==> src/rtl/serial_adder_pkg.sv <==
// rtl/serial_adder_pkg.sv - shared state encoding and counter sizing for the bit-serial adder
package serial_adder_pkg;

   typedef enum logic [1:0] {
      S_IDLE  = 2'd0,
      S_SHIFT = 2'd1,
      S_DONE  = 2'd2
   } state_e;

   // Wide enough to hold WIDTH itself, so WIDTH=1 still gets a 1-bit counter.
   function automatic int cnt_width(input int width);
      return $clog2(width + 1);
   endfunction

endpackage

==> src/rtl/serial_adder_fa.sv <==
// rtl/serial_adder_fa.sv - 1-bit full-adder cell
module serial_adder_fa (
   input  logic a,
   input  logic b,
   input  logic cin,
   output logic sum,
   output logic cout
);

   logic p;

   assign p    = a ^ b;
   assign sum  = p ^ cin;
   assign cout = (a & b) | (cin & p);

endmodule

==> src/rtl/serial_adder.sv <==
// rtl/serial_adder.sv - bit-serial WIDTH-bit adder, one bit per clock through a single full-adder cell
module serial_adder
   import serial_adder_pkg::*;
#(
   parameter int WIDTH = 8
) (
   input  logic             clk,
   input  logic             rst_n,
   input  logic             start,
   input  logic [WIDTH-1:0] a,
   input  logic [WIDTH-1:0] b,
   input  logic             cin,
   output logic             busy,
   output logic             done,
   output logic [WIDTH-1:0] sum,
   output logic             cout
);

   localparam int             CW   = cnt_width(WIDTH);
   localparam logic [CW-1:0]  LAST = CW'(WIDTH - 1);

   state_e           state_q, state_d;
   logic [WIDTH-1:0] a_sr_q,  a_sr_d;
   logic [WIDTH-1:0] b_sr_q,  b_sr_d;
   logic [WIDTH-1:0] acc_q,   acc_d;
   logic [WIDTH-1:0] sum_q,   sum_d;
   logic [CW-1:0]    cnt_q,   cnt_d;
   logic             carry_q, carry_d;
   logic             cout_q,  cout_d;

   logic             fa_sum;
   logic             fa_cout;
   logic [WIDTH-1:0] acc_shift;

   serial_adder_fa u_fa (
      .a    (a_sr_q[0]),
      .b    (b_sr_q[0]),
      .cin  (carry_q),
      .sum  (fa_sum),
      .cout (fa_cout)
   );

   // New sum bits enter at the MSB so the LSB-first result lands aligned after WIDTH shifts.
   if (WIDTH == 1) begin : g_acc_one
      assign acc_shift = fa_sum;
   end else begin : g_acc_wide
      assign acc_shift = {fa_sum, acc_q[WIDTH-1:1]};
   end

   always_comb begin
      state_d = state_q;
      a_sr_d  = a_sr_q;
      b_sr_d  = b_sr_q;
      acc_d   = acc_q;
      sum_d   = sum_q;
      cnt_d   = cnt_q;
      carry_d = carry_q;
      cout_d  = cout_q;

      case (state_q)
         S_IDLE: begin
            if (start) begin
               state_d = S_SHIFT;
               a_sr_d  = a;
               b_sr_d  = b;
               carry_d = cin;
               acc_d   = '0;
               cnt_d   = '0;
            end
         end
         S_SHIFT: begin
            a_sr_d  = a_sr_q >> 1;
            b_sr_d  = b_sr_q >> 1;
            acc_d   = acc_shift;
            carry_d = fa_cout;
            cnt_d   = cnt_q + CW'(1);
            if (cnt_q == LAST) begin
               state_d = S_DONE;
               sum_d   = acc_shift;
               cout_d  = fa_cout;
            end
         end
         S_DONE: begin
            state_d = S_IDLE;
         end
         default: begin
            state_d = S_IDLE;
         end
      endcase
   end

   always_ff @(posedge clk) begin
      if (!rst_n) begin
         state_q <= S_IDLE;
         a_sr_q  <= '0;
         b_sr_q  <= '0;
         acc_q   <= '0;
         sum_q   <= '0;
         cnt_q   <= '0;
         carry_q <= 1'b0;
         cout_q  <= 1'b0;
      end else begin
         state_q <= state_d;
         a_sr_q  <= a_sr_d;
         b_sr_q  <= b_sr_d;
         acc_q   <= acc_d;
         sum_q   <= sum_d;
         cnt_q   <= cnt_d;
         carry_q <= carry_d;
         cout_q  <= cout_d;
      end
   end

   assign busy = (state_q == S_SHIFT);
   assign done = (state_q == S_DONE);
   assign sum  = sum_q;
   assign cout = cout_q;

endmodule
==> config.mk <==
export PLATFORM = sky130hd
export DESIGN_NAME = serial_adder
export DESIGN_NICKNAME = d
export VERILOG_FILES = /design/src/rtl/serial_adder_pkg.sv /design/src/rtl/serial_adder_fa.sv /design/src/rtl/serial_adder.sv
export SDC_FILE = /design/constraint.sdc
export NUM_CORES = 1
export LEC_CHECK = 0
export ABC_CLOCK_PERIOD_IN_PS = 3100
export CORE_AREA = 2 2 58 60
export DETAILED_ROUTE_END_ITERATION = 8
export DIE_AREA = 0 0 60 62
export DONT_BUFFER_PORTS = 1
export PLACE_DENSITY = 0.75
export SYNTH_ARGS = -nofsm -noshare
export SYNTH_HDL_FRONTEND = slang
export SYNTH_SLANG_ARGS = --single-unit
==> constraint.sdc <==
create_clock -name clk -period 3.1 [get_ports clk]
set_input_delay 0.465 -clock clk [delete_from_list [all_inputs] [get_ports clk]]
set_output_delay 0.465 -clock clk [all_outputs]
set_load 0.02 [all_outputs]
==> results of run 1 <==
[final cells by class]
cell class	instances	area (sq um)
clock buffer	5	37.5
clock inverter	3	20.0
fill	290	1400
inverter	1	3.75
multi-input combinational	131	867
sequential	39	781
tap	46	57.6
timing repair buffer	2	15.0
[worst max-delay path, delay by kind of cell (launching register included)]
kind,cells,cell delay (ns)
AND/OR/NAND/NOR,2,0.97
flip-flops,1,0.57
multiplexers,1,0.28
buffers and inverters,1,0.23
[cells in the final DEF, fill, tap and decap left out, types with 2 or more instances in the layout]
cell                         count
sky130_fd_sc_hd__dfxtp_1        39
sky130_fd_sc_hd__nor3b_1         3
sky130_fd_sc_hd__o221a_2         7
sky130_fd_sc_hd__nor2_1         15
sky130_fd_sc_hd__clkbuf_4        5
sky130_fd_sc_hd__nor2b_1        27
sky130_fd_sc_hd__mux2i_1         9
sky130_fd_sc_hd__o221a_1         8
sky130_fd_sc_hd__nand3_1         2
sky130_fd_sc_hd__buf_4           2
sky130_fd_sc_hd__a22oi_1        10
sky130_fd_sc_hd__clkinvlp_4      2
sky130_fd_sc_hd__a21oi_1        16
sky130_fd_sc_hd__nand2_1        22
[through the flow]
step | hold slack (ns) | cells | total power, mW | area [sq um]
2_1_floorplan | 0.438 | 190 | 0.640 | 1760
3_3_place_gp | 0.454 | 219 | 0.637 | 1720
3_5_place_dp | 0.477 | 219 | 0.641 | 1720
4_1_cts | 0.193 | 227 | 0.902 | 1780
5_1_grt | 0.217 | 227 | 0.934 | 1780
6_report | 0.223 | 227 | 0.896 | 1780
[worst max-delay path by stage]
stage	from	endpoint	slack [ns]	cells past startpoint
4_1_cts	state_q[0]	sum[7]	0.96	4
2_1_floorplan	state_q[1]	done	1.53	3
6_report	state_q[0]	sum[7]	0.99	4
3_3_place_gp	state_q[0]	sum[5]	1.13	4
3_5_place_dp	state_q[0]	sum[0]	0.98	4
5_1_grt	state_q[0]	sum[4]	0.79	4
[report_power, final]
group          switching [mW]  leakage [nW]  internal, mW
Clock                   0.181        0.0272        0.0866
Combinational          0.0414         0.278        0.0462
Sequential             0.0169         0.319         0.524
[kinds of logic (layout without fill, tap and decap cells)]
group / Yosys count / in the layout / synth area share [%]
AOI/OAI and AO/OA: 47 / 47 / 21.1
adders and majority gates: 2 / 2 / 1.85
buffers and inverters: 20 / 11 / 6.46
DFF: 39 / 39 / 44.3
muxes: 9 / 9 / 5.11
and+or+nand+nor: 73 / 73 / 21.2
[sequential cells by signal (all words and copies together), names as in the netlist]
register  cells
cnt_q         4
a_sr_q        8
sum           8
cout          1
b_sr_q        8
acc_q         7
carry_q       1
state_q       2
[routing by layer]
metal | global-route usage, % | vias to the layer above | wire length, um
li1 | - | 642 | -
met1 | 23.0 | 598 | 1440
met2 | 34.2 | 29 | 1540
met3 | 7.45 | 6 | 220
met4 | 8.57 | 0 | 64
met5 | 0 | - | 0
==> qor.txt, run 1 <==
Capture instance of the worst register-to-register path: sum[7]
Initial DRT Pass Iterations: 4
Total clock sinks: 39
Total wire length: 3260 um
Slowest-stage cell, CP: sky130_fd_sc_hd__nor3b_2
Kind of end point of the critical path: flip-flop
Number of buffers on the longest clock path: 2
Placeable core region: 0.00318 sq mm
Wire length of the first global-routing pass: 5510 um
Mean Syn Cell Area: 9.27 sq um
Std-Cell Rows: 21
Horizontal extent of the die: 60 um
Post-synthesis instance area: 0.00176 sq mm
CTS Buf Count: 5
Async S/R FF share, synth: 0%
Deepest level of the CTS H-tree: 2
Class of the tightest hold or removal check: input port to flip-flop
Clock latency of the later-clocked register in the worst-skew pair: 0.36 ns
Worst-case setup margin in the final layout: 0.990 ns
EDFF count, synth: 0
Maximum clock frequency: 474 MHz
Transition time at the pin with the least slew margin: 0.916 ns
Top cells by area, synth: sky130_fd_sc_hd__dfxtp_1 44%, sky130_fd_sc_hd__nor2b_1 9.6%, sky130_fd_sc_hd__mux2i_1 5.1%
Unrepaired setup endpoints after global routing: no
Worst Reg-to-Reg Cells: 4
Mapped Nets: 212
Fraction of layout cells with a size suffix above 1: 9.94%
Clock transition at the register clock pins on the worst setup and hold paths after CTS: 0.12 ns
Share of the synthesized area in the top cell type: 44.3%
TritonCTS clock tree: yes
Status: completed
Worst setup skew after layout: 0.00650 ns
Endpoint, Worst Hold: state_q[0]
Routed vias: 1275
Cell with the most instances after synthesis: sky130_fd_sc_hd__dfxtp_1
Number of failing setup endpoints in the final timing report: 0
Final weighted congestion in routability-driven placement: 0.751
Minimum setup slack among reg-to-reg paths: 0.99 ns
Netlist cell types: 29
Setup TNS Final: 0 ns
Start point of the worst hold path: rst_n
Number of max-capacitance violations reported: 0
Flip-flop and latch count after synthesis: 39
Die extent in y: 62 um
Final nets: 202
Library cell used as clock root buffer: sky130_fd_sc_hd__clkbuf_4
Total Die Area: 0.00372 sq mm
Library cell occupying the most area in the post-synthesis netlist: sky130_fd_sc_hd__dfxtp_1
Number of primary I/O pins: 31
Vias in the first global route: 1267
HPWL after detailed placement: 2150 um
Per-cell via count in the routed design: 5.62
Largest incremental delay on the critical path: 0.78 ns
Max Fanout on Critical Path: 15
Peak supply drop: 0.249 mV
CP Class: flip-flop to flip-flop
Routed Antenna Nets: 0
Hold violation total from the final report: 0
Post-layout min period: 2.11 ns
Initial core utilization: 55.4%
Count of cells along the worst hold path: 2
Element type at the critical path start: flip-flop
Final design utilization: 56.0%
Cts-stage hold buffer count: 0
Final worst path period share: 68.1%
Average wire length per cell after detail routing: 14.3 um
Total setup buffers inserted after CTS: 0
Commonest cells post-synth: 39 x sky130_fd_sc_hd__dfxtp_1, 27 x sky130_fd_sc_hd__nor2b_1, 22 x sky130_fd_sc_hd__nand2_1
Cells after synthesis: 190
Pre-CTS worst setup slack: 0.978 ns
Required time at the worst-slack endpoint: 3.39 ns
Total DRC errors in the routed layout: 0
Overflow after GRT: 0
Start of the worst register-to-register path: state_q[0]
WP data arrival: 2.40 ns
Area overhead of the layout relative to synthesis: 1.14%
Maximum number of pins on one net before global-route repair: 51
Cts repair resizes: 0
Global-route usage over all layers: 20.1%
Starting DRC count in detailed routing: 78
Max-slew violation total from the final report: 0
Antenna cells: 0
Leak: 0.624 nW
Number of antenna violations at the first check in global routing: 0
Relative max-transition margin: 38.6%
Port-buffer cells: 0
Power per Cell Area: 503 mW/mm^2
Sequential-to-total area share from yosys stat: 44.3%
Cell-by-cell listing of the critical path: nor2b_1 -> buf_4 -> nor3b_2 -> mux2i_1
Prevailing post-synth register cell: sky130_fd_sc_hd__dfxtp_1
Number of warnings issued by yosys: 0
Note: power is estimated with default switching activity, not from simulation.
==> run 2: changes to the inputs <==
Settings changed: ABC_CLOCK_PERIOD_IN_PS 3100 to 2009.
Clock period 3.1 ns to 2.01 ns, I/O delays scaled along.
==> run 2 against run 1 <==
Net effect: worst hold slack lost 0.15 ns; worst setup slack got worse by 0.74 ns; cell count up 1.8%; wire length is 1.9% higher; via count up 2.7%; critical path depth down 2; clock skew is 0.0018 ns higher; largest cell class unchanged; clock-buffer cell count up 1; sequential share of layout area down 1.4 points; global-route usage rose by 0.58 points; highest routed layer unchanged; sequential power grew 55%.
==> qor.txt, run 2 (same netlist as run 1, synthesis figures left out) <==
Number of primary I/O pins: 31 (unchanged)
Final design utilization: 57.9% (+1.8 points)
Sw frac: 23.0% (-3.7 points)
Element type at the critical path start: flip-flop
Number of max-capacitance violations reported: 0 (unchanged)
Global-route layer with the greatest usage: met2
Total clock sinks: 39 (unchanged)
Hold violation total from the final report: 0 (unchanged)
Slowest-stage cell, CP: sky130_fd_sc_hd__dfxtp_1
Setup TNS Final: 0 ns (unchanged)
Worst setup skew after layout: 0.00829 ns (+0.00179 ns)
Start point of the worst hold path: rst_n
TritonCTS clock tree: yes
Final worst path period share: 87.5%
Number of antenna violations at the first check in global routing: 0 (unchanged)
Std-Cell Rows: 21 (unchanged)
Fraction of power consumed by combinational cells: 9.2% (-0.6 points)
Power per Cell Area: 830 mW/mm^2 (+65%)
Global-route usage over all layers: 20.7% (+0.58 points)
Pint: 1.18 mW (+79%)
Met3 Track Usage GR: 7.87% (+0.41 points)
Initial DRT Pass Iterations: 4 (unchanged)
Die extent in y: 62 um (unchanged)
Total DRC errors in the routed layout: 0 (unchanged)
CP Class: flip-flop to output pin
Met2 Resource Use GR: 34.8% (+0.62 points)
Cts repair resizes: 0 (unchanged)
Cell-by-cell listing of the critical path: nor2b_1 -> buf_4
Number of failing setup endpoints in the final timing report: 0 (unchanged)
Relative contribution of sequential cells to total power: 54.7% (-5.7 points)
Max-slew violation total from the final report: 0 (unchanged)
Wire length of the first global-routing pass: 5590 um (+1.4%)
Per-cell via count in the routed design: 5.67 (+0.97%)
Final weighted congestion in routability-driven placement: 0.730 (-2.8%)
Peak supply drop: 0.458 mV (+84%)
Endpoint, Worst Hold: state_q[0]
Minimum setup slack among reg-to-reg paths: 0.42 ns (-0.57 ns)
Area overhead of the layout relative to synthesis: 4.47%
Antenna cells: 0 (unchanged)
Worst Reg-to-Reg Cells: 2 (-2)
Most common library cell in the layout ignoring fill and taps: sky130_fd_sc_hd__dfxtp_1
Kind of end point of the critical path: output pin
Clock latency of the later-clocked register in the worst-skew pair: 0.35 ns (about the same)
Start of the worst register-to-register path: state_q[0]
Cts-stage hold buffer count: 0 (unchanged)
Maximum clock frequency: 568 MHz
Average wire length per cell after detail routing: 14.4 um (+0.17%)
Deepest level of the CTS H-tree: 2 (unchanged)
Count of cells along the worst hold path: 2 (unchanged)
Port-buffer cells: 0 (unchanged)
Maximum number of pins on one net before global-route repair: 51 (unchanged)
Transition time at the pin with the least slew margin: 0.598 ns (-0.318 ns)
Leak: 0.666 nW (+6.7%)
Routed Antenna Nets: 0 (unchanged)
Initial core utilization: 55.4% (unchanged)
CTS Buf Count: 5 (unchanged)
Class of the tightest hold or removal check: input port to flip-flop
Routed vias: 1310 (+2.7%)
Clock transition at the register clock pins on the worst setup and hold paths after CTS: 0.12 ns (about the same)
Relative max-transition margin: 60.1% (+21 points)
Final nets: 206 (+2.0%)
Required time at the worst-slack endpoint: 1.71 ns (-1.68 ns)
Number of buffers on the longest clock path: 2 (unchanged)
Overflow after GRT: 0 (unchanged)
Fraction of layout cells with a size suffix above 1: 11.9% (+1.9 points)
WP data arrival: 1.46 ns (-0.94 ns)
Part of the total power dissipated in the clock network: 36.1% (+6.3 points)
Global-route track usage on met1: 23.9% (+0.91 points)
Library cell used as clock root buffer: sky130_fd_sc_hd__clkbuf_4
HPWL after detailed placement: 2250 um (+4.5%)
Horizontal extent of the die: 60 um (unchanged)
Commonest non-fill, non-tap cells in the layout: 39 x sky130_fd_sc_hd__dfxtp_1, 27 x sky130_fd_sc_hd__nor2b_1, 22 x sky130_fd_sc_hd__nand2_1, 16 x sky130_fd_sc_hd__a21oi_1, 15 x sky130_fd_sc_hd__nor2_1
Unrepaired setup endpoints after global routing: no
Post-layout min period: 1.76 ns
Max Fanout on Critical Path: 17 (+2)
Psw: 352 uW (+47%)
Placeable core region: 0.00318 sq mm (unchanged)
Total Die Area: 0.00372 sq mm (unchanged)
Status: completed
Total wire length: 3320 um (+1.9%)
Vias in the first global route: 1256 (-0.87%)
Largest incremental delay on the critical path: 0.64 ns (-0.14 ns)
Total setup buffers inserted after CTS: 0 (unchanged)
Starting DRC count in detailed routing: 55 (-29%)
Capture instance of the worst register-to-register path: b_sr_q[6]
-- run 2: cell type report --
class	count	area, sq um
clock buffers	6	51.3
flip-flops and latches	39	781
well taps	46	57.6
repair buffers	6	45.0
clock inverters	2	35.0
fillers	288	1340
multi-input cells	131	867
inverters	1	3.75
-- run 2: critical path, delay by kind of cell (launching register included) --
kind,cells,cell delay [ns]
buf+inv,1,0.24
simple gates,1,0.23
flops,1,0.64
-- run 2: how the worst max path moves through the flow --
stage	startpoint	depth (start not counted)	to	slack [ns]
2_1_floorplan	state_q[1]	3	done	0.60
3_3_place_gp	state_q[0]	3	cnt_q[0]	0.52
3_5_place_dp	state_q[0]	3	cnt_q[0]	0.43
4_1_cts	state_q[0]	2	busy	0.22
5_1_grt	state_q[0]	2	busy	0.11
6_report	state_q[0]	2	busy	0.25
-- run 2: per-layer routing --
layer | vias to the layer above | share of wire (%)
met1 | 626 | 44
met2 | 30 | 47
met5 | - | 0
li1 | 648 | -
met4 | 0 | 2.0
met3 | 6 | 6.6
-- run 2: power by group through the flow --
stage	Sequential [mW]	Combinational, mW	Clock, mW
after floorplan	0.842	0.144	0
after global placement	0.851	0.136	0
after detailed placement	0.853	0.142	0
after CTS	0.836	0.142	0.560
after global routing	0.841	0.160	0.599
final	0.836	0.140	0.552
-- run 2: metrics by stage --
stage | total power [mW] | area, sq um | hold WS, ns | cells | worst slack, ns
floorplan | 0.987 | 1760 | 0.438 | 190 | 0.604
global placement | 0.987 | 1750 | 0.431 | 223 | 0.522
detailed placement | 0.995 | 1750 | 0.428 | 223 | 0.431
CTS | 1.54 | 1840 | 0.0411 | 231 | 0.225
global route | 1.60 | 1840 | 0.0265 | 231 | 0.108
finish | 1.53 | 1840 | 0.0693 | 231 | 0.251
==> run 3: changes to the inputs <==
Settings changed: CAP_MARGIN set to 20.
==> results of run 3 <==
The final DEF is identical to that of run 2; final timing and power are the same.
